`src/rtl/video_out_reader.sv`:
```
// Wishbone frame-buffer reader feeding a raster pixel stream through a 2 x 8-word ping-pong buffer.
// Define VIDEO_OUT_UNDERRUN_CNT_EN to add the saturating underrun_count output.
module video_out_reader #(
    parameter logic [31:0] BASE_ADDR = 32'h40005000,
    parameter int          H_ACTIVE  = 640,
    parameter int          H_TOTAL   = 800,
    parameter int          V_ACTIVE  = 480,
    parameter int          V_TOTAL   = 525
) (
    input  logic        p_clk,
    input  logic        p_resetn,
    input  logic        pixel_en,
    input  logic        start,
    output logic        frame_valid,
    output logic        line_valid,
    output logic [7:0]  pixel_out,
    output logic        underrun,
    output logic [31:0] p_wb_ADR_O,
    input  logic [31:0] p_wb_DAT_I,
    output logic [31:0] p_wb_DAT_O,
    output logic        p_wb_CYC_O,
    output logic        p_wb_STB_O,
    output logic        p_wb_WE_O,
    output logic [3:0]  p_wb_SEL_O,
    output logic        p_wb_LOCK_O,
    input  logic        p_wb_ACK_I,
    input  logic        p_wb_ERR_I,
    input  logic        p_wb_RTY_I
`ifdef VIDEO_OUT_UNDERRUN_CNT_EN
    ,
    output logic [15:0] underrun_count
`endif
);

    localparam int          H_W         = $clog2(H_TOTAL);
    localparam int          V_W         = $clog2(V_TOTAL);
    localparam logic [31:0] FRAME_BYTES = 32'(H_ACTIVE * V_ACTIVE);

    typedef enum logic [1:0] {
        IDLE,
        REQ,
        WAIT_ACK
    } fetch_state_e;

    fetch_state_e state_q, state_d;
    logic [31:0]  off_q, off_d;
    logic [31:0]  off_next;
    logic [31:0]  adr_q, adr_d;
    logic         cyc_q, cyc_d;
    logic         stb_q, stb_d;
    logic         fill_half_q, fill_half_d;
    logic [2:0]   fill_word_q, fill_word_d;
    logic [31:0]  buf_q [16];
    logic [31:0]  buf_d [16];
    logic [1:0]   full_q, full_d;
    logic [1:0]   set_full, clr_full;
    logic         running_q, running_d;

    logic           timing_q, timing_d;
    logic [H_W-1:0] h_q, h_d;
    logic [V_W-1:0] v_q, v_d;
    logic           frame_valid_q, frame_valid_d;
    logic           line_valid_q, line_valid_d;
    logic [7:0]     pixel_q, pixel_d;
    logic           underrun_q, underrun_d;
    logic           cons_half_q, cons_half_d;
    logic [4:0]     cons_idx_q, cons_idx_d;
    logic [31:0]    cur_word;
    logic           slot_fv, slot_lv;
    logic           underrun_pixel;

    // Byte offset into the frame; wraps so the frame is re-read from BASE_ADDR.
    assign off_next = (off_q + 32'd4 == FRAME_BYTES) ? 32'd0 : off_q + 32'd4;

    // Fetch FSM: bus outputs are registered, so CYC/STB are high only in WAIT_ACK.
    always_comb begin
        state_d     = state_q;
        off_d       = off_q;
        adr_d       = adr_q;
        cyc_d       = cyc_q;
        stb_d       = stb_q;
        fill_half_d = fill_half_q;
        fill_word_d = fill_word_q;
        buf_d       = buf_q;
        set_full    = 2'b00;
        running_d   = running_q | start;
        case (state_q)
            IDLE: begin
                if ((running_q || start) && !full_q[fill_half_q]) begin
                    state_d = REQ;
                end
            end
            REQ: begin
                cyc_d   = 1'b1;
                stb_d   = 1'b1;
                adr_d   = BASE_ADDR + off_q;
                state_d = WAIT_ACK;
            end
            WAIT_ACK: begin
                if (p_wb_ACK_I || p_wb_ERR_I) begin
                    buf_d[{fill_half_q, fill_word_q}] = p_wb_ACK_I ? p_wb_DAT_I : 32'd0;
                    cyc_d       = 1'b0;
                    stb_d       = 1'b0;
                    off_d       = off_next;
                    fill_word_d = fill_word_q + 3'd1;
                    if (fill_word_q == 3'd7) begin
                        set_full[fill_half_q] = 1'b1;
                        fill_half_d           = ~fill_half_q;
                        state_d               = IDLE;
                    end else begin
                        state_d = REQ;
                    end
                end else if (p_wb_RTY_I) begin
                    cyc_d   = 1'b0;
                    stb_d   = 1'b0;
                    state_d = REQ;
                end
            end
            default: state_d = IDLE;
        endcase
    end

    assign cur_word = buf_q[{cons_half_q, cons_idx_q[4:2]}];
    assign slot_fv  = (v_q < V_W'(V_ACTIVE));
    assign slot_lv  = slot_fv && (h_q < H_W'(H_ACTIVE));

    // Raster timer and pixel consumer; everything advances only on pixel_en once timing starts.
    always_comb begin
        timing_d       = timing_q;
        h_d            = h_q;
        v_d            = v_q;
        frame_valid_d  = frame_valid_q;
        line_valid_d   = line_valid_q;
        pixel_d        = pixel_q;
        underrun_d     = underrun_q;
        cons_half_d    = cons_half_q;
        cons_idx_d     = cons_idx_q;
        clr_full       = 2'b00;
        underrun_pixel = 1'b0;
        if (!timing_q) begin
            if (running_q && (&full_q)) begin
                timing_d = 1'b1;
            end
        end else if (pixel_en) begin
            frame_valid_d = slot_fv;
            line_valid_d  = slot_lv;
            pixel_d       = 8'd0;
            if (slot_lv) begin
                if (full_q[cons_half_q]) begin
                    pixel_d = cur_word[{cons_idx_q[1:0], 3'b000} +: 8];
                end else begin
                    underrun_d     = 1'b1;
                    underrun_pixel = 1'b1;
                end
                cons_idx_d = cons_idx_q + 5'd1;
                if (cons_idx_q == 5'd31) begin
                    clr_full[cons_half_q] = 1'b1;
                    cons_half_d           = ~cons_half_q;
                end
            end
            if (h_q == H_W'(H_TOTAL - 1)) begin
                h_d = '0;
                v_d = (v_q == V_W'(V_TOTAL - 1)) ? '0 : v_q + V_W'(1);
            end else begin
                h_d = h_q + H_W'(1);
            end
        end
    end

    // Set wins over clear: a starved half being filled as it is skipped must keep its new data.
    assign full_d = (full_q & ~clr_full) | set_full;

    always_ff @(posedge p_clk or negedge p_resetn) begin
        if (!p_resetn) begin
            state_q       <= IDLE;
            off_q         <= '0;
            adr_q         <= '0;
            cyc_q         <= 1'b0;
            stb_q         <= 1'b0;
            fill_half_q   <= 1'b0;
            fill_word_q   <= '0;
            buf_q         <= '{default: '0};
            full_q        <= '0;
            running_q     <= 1'b0;
            timing_q      <= 1'b0;
            h_q           <= '0;
            v_q           <= '0;
            frame_valid_q <= 1'b0;
            line_valid_q  <= 1'b0;
            pixel_q       <= '0;
            underrun_q    <= 1'b0;
            cons_half_q   <= 1'b0;
            cons_idx_q    <= '0;
        end else begin
            state_q       <= state_d;
            off_q         <= off_d;
            adr_q         <= adr_d;
            cyc_q         <= cyc_d;
            stb_q         <= stb_d;
            fill_half_q   <= fill_half_d;
            fill_word_q   <= fill_word_d;
            buf_q         <= buf_d;
            full_q        <= full_d;
            running_q     <= running_d;
            timing_q      <= timing_d;
            h_q           <= h_d;
            v_q           <= v_d;
            frame_valid_q <= frame_valid_d;
            line_valid_q  <= line_valid_d;
            pixel_q       <= pixel_d;
            underrun_q    <= underrun_d;
            cons_half_q   <= cons_half_d;
            cons_idx_q    <= cons_idx_d;
        end
    end

`ifdef VIDEO_OUT_UNDERRUN_CNT_EN
    logic [15:0] ucnt_q, ucnt_d;

    always_comb begin
        ucnt_d = ucnt_q;
        if (underrun_pixel && (ucnt_q != 16'hFFFF)) begin
            ucnt_d = ucnt_q + 16'd1;
        end
    end

    always_ff @(posedge p_clk or negedge p_resetn) begin
        if (!p_resetn) begin
            ucnt_q <= '0;
        end else begin
            ucnt_q <= ucnt_d;
        end
    end

    assign underrun_count = ucnt_q;
`else
    logic unused_underrun_pixel;
    assign unused_underrun_pixel = underrun_pixel;
`endif

    assign frame_valid = frame_valid_q;
    assign line_valid  = line_valid_q;
    assign pixel_out   = pixel_q;
    assign underrun    = underrun_q;
    assign p_wb_ADR_O  = adr_q;
    assign p_wb_DAT_O  = 32'd0;
    assign p_wb_CYC_O  = cyc_q;
    assign p_wb_STB_O  = stb_q;
    assign p_wb_WE_O   = 1'b0;
    assign p_wb_SEL_O  = 4'hF;
    assign p_wb_LOCK_O = 1'b0;

endmodule

```
`config.mk`:
```
export PLATFORM = sky130hd
export DESIGN_NAME = video_out_reader
export DESIGN_NICKNAME = d
export VERILOG_FILES = /design/src/rtl/video_out_reader.sv
export SDC_FILE = /design/constraint.sdc
export NUM_CORES = 1
export LEC_CHECK = 0
export ABC_AREA = 1
export ABC_CLOCK_PERIOD_IN_PS = 1900
export CAP_MARGIN = 0
export CORE_AREA = 2 2 232 326
export DETAILED_ROUTE_END_ITERATION = 12
export DIE_AREA = 0 0 234 328
export SLEW_MARGIN = 40
export SYNTH_ARGS = -nofsm -noshare
export SYNTH_HDL_FRONTEND = slang
export SYNTH_SLANG_ARGS = --single-unit
export TNS_END_PERCENT = 1
```
`constraint.sdc`:
```
create_clock -name p_clk -period 1.9 [get_ports p_clk]
set_input_delay 0.285 -clock p_clk [delete_from_list [all_inputs] [get_ports p_clk]]
set_output_delay 0.285 -clock p_clk [all_outputs]
set_load 0.02 [all_outputs]
```
==> reports/results.tsv, run 1 <==
stage	metric	value	unit
routing	drt first pass iters	5	
yosys	register area share after synthesis	53.0	%
cts	TritonCTS buffer count	61	
routing	vias per cell	5.19	
floorplanning	row cnt	118	
timing	Hold Vio Cnt, Final	0	
yosys	number of enable flip-flop cells after synthesis	0	
yosys	Syn Area/Cell	8.06	um2
placed_design	GP Congestion	0.887	
setup_path	Max FO, Critical Path	6	
cells_and_area	Final Util	48.1	%
routing	mean routed wirelength per cell	18.4	um
setup_path	critical path cell sequence	ha_2, nand2_2, nor2_4, buf_6, nand2_4, buf_4, o21ai_1, nand2_1, nor2_1, nand2_1, nor2_2, nand3_4, nand2_2, nand2_1	
setup_path	Slowest cell on crit path	dfrtp_1	
cts	Reg clk slew, reported paths	70	ps
cts	CTS tree	done	
cts	Clk Latency, worst-skew pair	650	ps
setup_path	r2r setup slk	-150	ps
placed_design	DP Area	33100	um2
placed_design	Place WS	-154	ps
timing	final max-slew violation count	0	
floorplanning	Die H	328	um
job	Max-Cap Viols	0	
floorplanning	core region area	73700	um2
cts	clk sink count	620	
hold_path	Hold/Removal Path Class	input pin to register	
cells_and_area	layout cell share with drive strength beyond 1	12.6	%
power	leak pwr	16.1	nW
cells_and_area	final instance area	35500	um2
routing	Post-Route WL	88300	um
timing	worst-margin pin slew	696	ps
status	failing checks	setup timing	
routing	First DRT Iteration DRCs	1931	
setup_path	CP Capture Type	register	
timing	fin crit share	108	%
yosys	Post-Synthesis Cells	3635	
power	Power, Total	0.0462	W
cells_and_area	commonest non-fill, non-tap cells in the layout	1136 x nand2_1, 632 x o21ai_0, 616 x dfrtp_1	
power	Max VDD drop	0.857	mV
floorplanning	Initial Util	39.8	%
cells_and_area	area grow syn2layout	21.0	%
cts	H-tree depth	2	
timing	clk_skew	19.2	ps
grt	antenna violations before repair	0	
timing	Worst Setup Slack, final	-154	ps
power	power per cell area	1300	nW/um2
setup_path	Worst path top cell family by delay	simple AND/OR/NAND/NOR gates	
timing	maximum clock frequency	0.487	GHz
grt	first-pass GRT wire length	140000	um
grt	vias in the first global route	24500	
setup_path	Worst Path Arrival	2590	ps
setup_path	CP Buf/Inv Count	2	
placed_design	Buffers on Ports	81	
floorplanning	io pins	122	
timing	post-route minimum period	2050	ps
floorplanning	die area	76800	um2
setup_path	critical path class	register to register	
status	status	complete, but fails checks	
grt	GRT Residual Overflow	0	
cells_and_area	commonest non-fill, non-tap cell in the layout	nand2_1	
placed_design	detailed placement HPWL	57300	um
yosys	async set-reset flop share out of synthesis	100	%
yosys	Synth cell types	42	
setup_path	CP dominant cell by count	nand2_1	
cts	clk buf depth	3	
cells_and_area	Final #Nets	3845	
routing	Vias	24900	
routing	post-route ant nets	0	
cells_and_area	ant diodes	0	
yosys	Synth Cell Area	29300	um2
setup_path	Worst Path Required	2430	ps
floorplanning	Die X	234	um
timing	RSZ-0062 raised after global routing	yes	
yosys	Warnings, synthesis	0	
grt	Global Route Usage Sum	23.3	%
cts	Clock Tree Root	clkbuf_16	
yosys	Yosys reg bits	620	
routing	DRC violations left	0	
setup_path	critical path launch point type	register	
timing	Rel. slew slack	53.4	%
timing	worst hold slack	166	ps
yosys	top_reg_cell synth	dfrtp_1	
setup_path	crit-path max cell delay	360	ps
grt	largest net degree at the start of global routing	75	
timing	final setup vio count	15	
area by class of cell:
| type | count | area (um2) |
|---|---|---|
| Tap cell | 960 | 1200 |
| Sequential cell | 620 | 15500 |
| Fill cell | 7084 | 38200 |
| Inverter | 93 | 364 |
| Timing Repair Buffer | 357 | 3880 |
| Multi-Input combinational cell | 2661 | 12400 |
| Clock buffer | 89 | 1750 |
| Clock inverter | 22 | 298 |
kinds of logic after synthesis:
group	after synthesis	share of synthesized area, %
adder cells (fa/ha/maj)	12	0.512
other	2	0.0256
multiplexers	1	0.0342
flip-flops	620	53.0
AND/OR/NAND/NOR	1789	25.6
XOR/XNOR	17	0.508
buffers and inverters	392	5.99
AO/OA/AOI/OAI	802	14.4
state kept, by name, summed over array words and instances (netlist names):
name         flops
buf_q          512
v_q             10
p_wb_STB_O       1
full_q           2
h_q             10
cons_idx_q       5
fill_half_q      1
frame_valid      1
p_wb_ADR_O      30
running_q        1
line_valid       1
timing_q         1
pixel_out        8
off_q           30
underrun         1
fill_word_q      3
state_q          2
cons_half_q      1
what timing repair did:
action	in CTS	in global routing
cloned	0	2
gates resized for setup	43	76
endpoints found under the setup margin	58	28
hold buffers	1	0
hold endpoints to repair	74	0
setup buffers	0	6
pin swaps	0	24
worst reg2reg max path, cell delays in order, from the launching register on:
cell and delay (ps):
dfrtp_1 360, ha_2 190, nand2_2 80, nor2_4 220, buf_6 140, nand2_4 50
buf_4 130, o21ai_1 120, nand2_1 80, nor2_1 80, nand2_1 70, nor2_2 120
nand3_4 160, nand2_2 90, nand2_1 60
layer usage:
layer,global-route usage [%],vias up,wire (um)
met5,0,-,0
met4,9.66,0,3900
met3,2.53,172,3380
met2,41.0,554,44400
met1,28.9,12000,36500
li1,-,12200,-
synthesized netlist by cell type (11+ instances only):
library cell / n / area share [%]
nand2_1: 1154 / 15
o21ai_0: 644 / 11
dfrtp_1: 620 / 53
nand3_1: 296 / 5.1
nor2_1: 264 / 3.4
clkbuf_1: 186 / 2.4
inv_1: 82 / 1.1
o211ai_1: 64 / 1.6
o21ai_1: 60 / 1.0
buf_4: 57 / 1.5
buf_2: 43 / 0.73
xor2_1: 17 / 0.51
a21oi_1: 15 / 0.26
nor2_2: 14 / 0.30
nor3_1: 14 / 0.24
ha_1: 12 / 0.51
buf_1: 11 / 0.14
report_power, final:
part           internal (W)  switching [W]
Combinational       0.00571        0.00893
Clock               0.00731        0.00530
Sequential           0.0168        0.00214
path summary, 6_finish.rpt:
path / depth (start not counted) / end / startpoint
min in group asynchronous: 2 / buf_q[2]$_DFFE_PN0P_ / p_resetn
max in group asynchronous: 3 / buf_q[212]$_DFFE_PN0P_ / p_resetn
worst max-delay path: 14 / off_q[2]$_DFFE_PN0P_ / off_q[3]$_DFFE_PN0P_
worst min-delay path: 5 / state_q[0]$_DFFE_PN0P_ / p_wb_ACK_I
worst max register to register: 14 / off_q[2]$_DFFE_PN0P_ / off_q[3]$_DFFE_PN0P_
worst min register to register: 1 / h_q[4]$_DFFE_PN0P_ / h_q[4]$_DFFE_PN0P_
metrics by stage:
stage               TNS, ps  instances
floorplan                 0       3673
detailed placement   -10170       4682
global route          -3450       4802
global placement      -6590       4682
CTS                   -1660       4794
finish                -1300       4802
Note: power is estimated with default switching activity, not from simulation.
==> run 2, diff against run 1 <==
--- a/config.mk
+++ b/config.mk
@@ -8,9 +8,12 @@
 export ABC_AREA = 1
 export ABC_CLOCK_PERIOD_IN_PS = 1900
 export CAP_MARGIN = 0
-export CORE_AREA = 2 2 232 326
+export CELL_PAD_IN_SITES_DETAIL_PLACEMENT = 1
+export CELL_PAD_IN_SITES_GLOBAL_PLACEMENT = 2
+export CORE_AREA = 2 2 241 338
 export DETAILED_ROUTE_END_ITERATION = 12
-export DIE_AREA = 0 0 234 328
+export DIE_AREA = 0 0 243 340
+export PLACE_DENSITY_LB_ADDON = 0.1
 export SLEW_MARGIN = 40
 export SYNTH_ARGS = -nofsm -noshare
 export SYNTH_HDL_FRONTEND = slang
==> run 2 against run 1 <==
The run still ends with setup timing left. Sequential power is essentially flat. Maximum frequency is 0.10% higher. Hold slack improved by 2.1 ps. Register-to-register slack about the same. Core utilization shrank 2.8 points. Combinational power rose by 9%. First-iteration DRC count is 28% lower. Critical path type unchanged. Largest cell class unchanged.
==> reports/results.tsv, run 2 (synthesis gave the netlist of run 1 again) <==
stage	metric	value	unit	change
grt	largest net degree at the start of global routing	95		was 75
cells_and_area	layout cell share with drive strength beyond 1	13.4	%	was 12.6%
setup_path	Worst path top cell family by delay	buffers and inverters		was simple AND/OR/NAND/NOR gates
floorplanning	io pins	122		unchanged
cells_and_area	Fillers	9529		was 7084
timing	clk_skew	30.1	ps	was 19.2 ps
cts	Reg clk slew, reported paths	60	ps	was 70 ps
placed_design	Place WS	-408	ps	was -154 ps
routing	Vias	26000		was 24900
cts	TritonCTS buffer count	69		was 61
cells_and_area	Reg with most FFs	buf_q		unchanged
timing	Rel. slew slack	59.2	%	was 53.4%
hold_path	Hold/Removal Path Class	input pin to asynchronous set/reset pin		was input pin to register
setup_path	Max FO, Critical Path	49		was 6
cells_and_area	Final Util	45.3	%	was 48.1%
routing	First DRT Iteration DRCs	1394		was 1931
status	status	complete, but fails checks		unchanged
power	Max VDD drop	0.755	mV	was 0.857 mV
grt	antenna violations before repair	2		was 0
timing	final setup vio count	16		was 15
power	power per cell area	1350	nW/um2	was 1300 nW/um2
placed_design	DP Area	33400	um2	was 33100 um2
setup_path	critical path launch point type	register		unchanged
routing	post-route ant nets	0		unchanged
timing	worst-margin pin slew	612	ps	was 696 ps
cells_and_area	area grow syn2layout	23.3	%	was 21.0%
status	failing checks	setup timing		unchanged
setup_path	CP Capture Type	register		unchanged
placed_design	placed cells	4801		was 4682
cts	CTS tree	done		unchanged
setup_path	CP Buf/Inv Count	3		was 2
routing	vias per cell	5.28		was 5.19
placed_design	GP Congestion	0.856		was 0.887
timing	RSZ-0062 raised after global routing	yes		unchanged
setup_path	Worst Path Arrival	2620	ps	was 2590 ps
floorplanning	Die X	243	um	was 234 um
timing	Worst Setup Slack, final	-152	ps	was -154 ps
power	leak pwr	16.6	nW	was 16.1 nW
floorplanning	die area	82600	um2	was 76800 um2
floorplanning	Die H	340	um	was 328 um
timing	post-route minimum period	2050	ps	about the same
cts	Clock Tree Root	clkbuf_16		unchanged
timing	fin crit share	108	%	about the same
setup_path	critical path cell sequence	inv_12, buf_16, buf_4, nor2_1, o211ai_1, nand3_1, nand2_1, nand2_1, nand3_1, nand2_2, nand2_1		was ha_2, nand2_2, nor2_4, buf_6, nand2_4, buf_4, o21ai_1, nand2_1, nor2_1, nand2_1, nor2_2, nand3_4, nand2_2, nand2_1
routing	drt first pass iters	5		unchanged
routing	Post-Route WL	108000	um	was 88300 um
grt	first-pass GRT wire length	169000	um	was 140000 um
cts	Clk Latency, worst-skew pair	640	ps	was 650 ps
job	Max-Cap Viols	0		unchanged
timing	maximum clock frequency	0.487	GHz	about the same
timing	final max-slew violation count	0		unchanged
cells_and_area	max reg flops	512		unchanged
grt	vias in the first global route	28000		was 24500
cells_and_area	commonest non-fill, non-tap cell in the layout	nand2_1		unchanged
placed_design	Buffers on Ports	81		unchanged
cells_and_area	final instance area	36100	um2	was 35500 um2
setup_path	critical path class	register to register		unchanged
setup_path	Slowest cell on crit path	dfrtp_4		was dfrtp_1
cts	H-tree depth	3		was 2
placed_design	detailed placement HPWL	71400	um	was 57300 um
floorplanning	Initial Util	36.8	%	was 39.8%
floorplanning	row cnt	123		was 118
timing	Hold Vio Cnt, Final	0		unchanged
cells_and_area	commonest non-fill, non-tap cells in the layout	1138 x nand2_1, 636 x o21ai_0, 611 x dfrtp_1		was 1136 x nand2_1, 632 x o21ai_0, 616 x dfrtp_1
grt	GRT Residual Overflow	0		unchanged
setup_path	CP dominant cell by count	nand2_1		unchanged
timing	final setup TNS	-1700	ps	was -1300 ps
cts	clk buf depth	3		unchanged
routing	DRC violations left	0		unchanged
grt	Global Route Usage Sum	26.3	%	was 23.3%
floorplanning	core region area	79700	um2	was 73700 um2
cells_and_area	Final #Nets	3874		was 3845
setup_path	Worst Path Required	2470	ps	was 2430 ps
cells_and_area	final std cells w/o fill	4936		was 4802
routing	mean routed wirelength per cell	21.8	um	was 18.4 um
cells_and_area	ant diodes	0		unchanged
setup_path	crit-path max cell delay	570	ps	was 360 ps
cts	clk sink count	620		unchanged
-- run 2: cell types whose count changed in the layout (fill, tap and decap cells not counted), moves of 4 or more --
cell	delta
buf_4	+17
bufinv_16	-4
clkbuf_1	+6
clkbuf_16	+11
clkdlybuf4s50_1	+10
dfrtp_1	-5
dfrtp_2	+6
dlygate4sd2_1	-40
dlymetal6s2s_1	+30
o21ai_0	+4
o21ai_1	-6
-- run 2: where the power goes --
group	leakage, nW	switching (W)	internal (W)
clock	1.09	0.00573	0.00785
sequential	8.37	0.00233	0.0168
combinational	7.12	0.00969	0.00623
total	16.6	0.0178	0.0309
-- run 2: timing repair --
| item | in CTS | in global routing |
|---|---|---|
| hold buffers | 1 | 0 |
| setup endpoints to repair | 46 | 86 |
| endpoints found under the hold margin | 146 | 0 |
| gates resized for setup | 16 | 102 |
| pin swaps | 2 | 17 |
| setup buffers | 0 | 10 |
| gates cloned | 0 | 2 |
-- run 2: worst register-to-register path, delay by kind of cell, from the launching register on --
kind	cells	cell delay, ps
buffers and inverters	3	650
AO/OA/AOI/OAI	1	200
flip-flops	1	570
AND/OR/NAND/NOR	7	590
-- run 2: final timing paths --
kind,startpoint,end,slack (ps),depth (start not counted)
min in group p_clk,p_wb_ACK_I,state_q[0]$_DFFE_PN0P_,170,5
worst max register to register,cons_idx_q[2]$_DFFE_PN0P_,pixel_out[0]$_DFFE_PN0P_,-150,11
worst min-delay path,p_resetn,buf_q[359]$_DFFE_PN0P_,170,2
max in group asynchronous,p_resetn,buf_q[218]$_DFFE_PN0P_,860,3
worst max-delay path,cons_idx_q[2]$_DFFE_PN0P_,pixel_out[0]$_DFFE_PN0P_,-150,11
worst min register to register,h_q[4]$_DFFE_PN0P_,h_q[4]$_DFFE_PN0P_,470,1
-- run 2: routing by layer --
metal | global-route usage (%) | vias to the layer above | wire, um
met2 | 47.6 | 403 | 55400
met1 | 33.0 | 13200 | 46000
met4 | 8.09 | 2 | 3040
met3 | 2.69 | 145 | 3140
met5 | 0 | - | 19
li1 | - | 12300 | -
-- run 2: cell type report --
type / count / area [um2] / area share [%]
tap: 1062 / 1330 / 3.68
multi-input combinational: 2661 / 12500 / 34.5
timing repair buffer: 378 / 4200 / 11.6
clock buffer: 106 / 2050 / 5.67
inverter: 93 / 363 / 1.00
sequential: 620 / 15500 / 43.0
clock inverter: 16 / 180 / 0.499
-- run 2: per-stage QoR --
step                      hold slack (ps)  power [W]
after floorplan                     -10.6     0.0277
after CTS                             125     0.0490
after global placement                216     0.0345
after detailed placement              210     0.0351
after global routing                  171     0.0518
final                                 168     0.0487
==> run 3, diff against run 2 <==
--- a/config.mk
+++ b/config.mk
@@ -13,6 +13,7 @@
 export CORE_AREA = 2 2 241 338
 export DETAILED_ROUTE_END_ITERATION = 12
 export DIE_AREA = 0 0 243 340
+export HOLD_SLACK_MARGIN = 0.05
 export PLACE_DENSITY_LB_ADDON = 0.1
 export SLEW_MARGIN = 40
 export SYNTH_ARGS = -nofsm -noshare
==> results of run 3 <==
The final DEF is identical to that of run 2; final timing and power are the same.
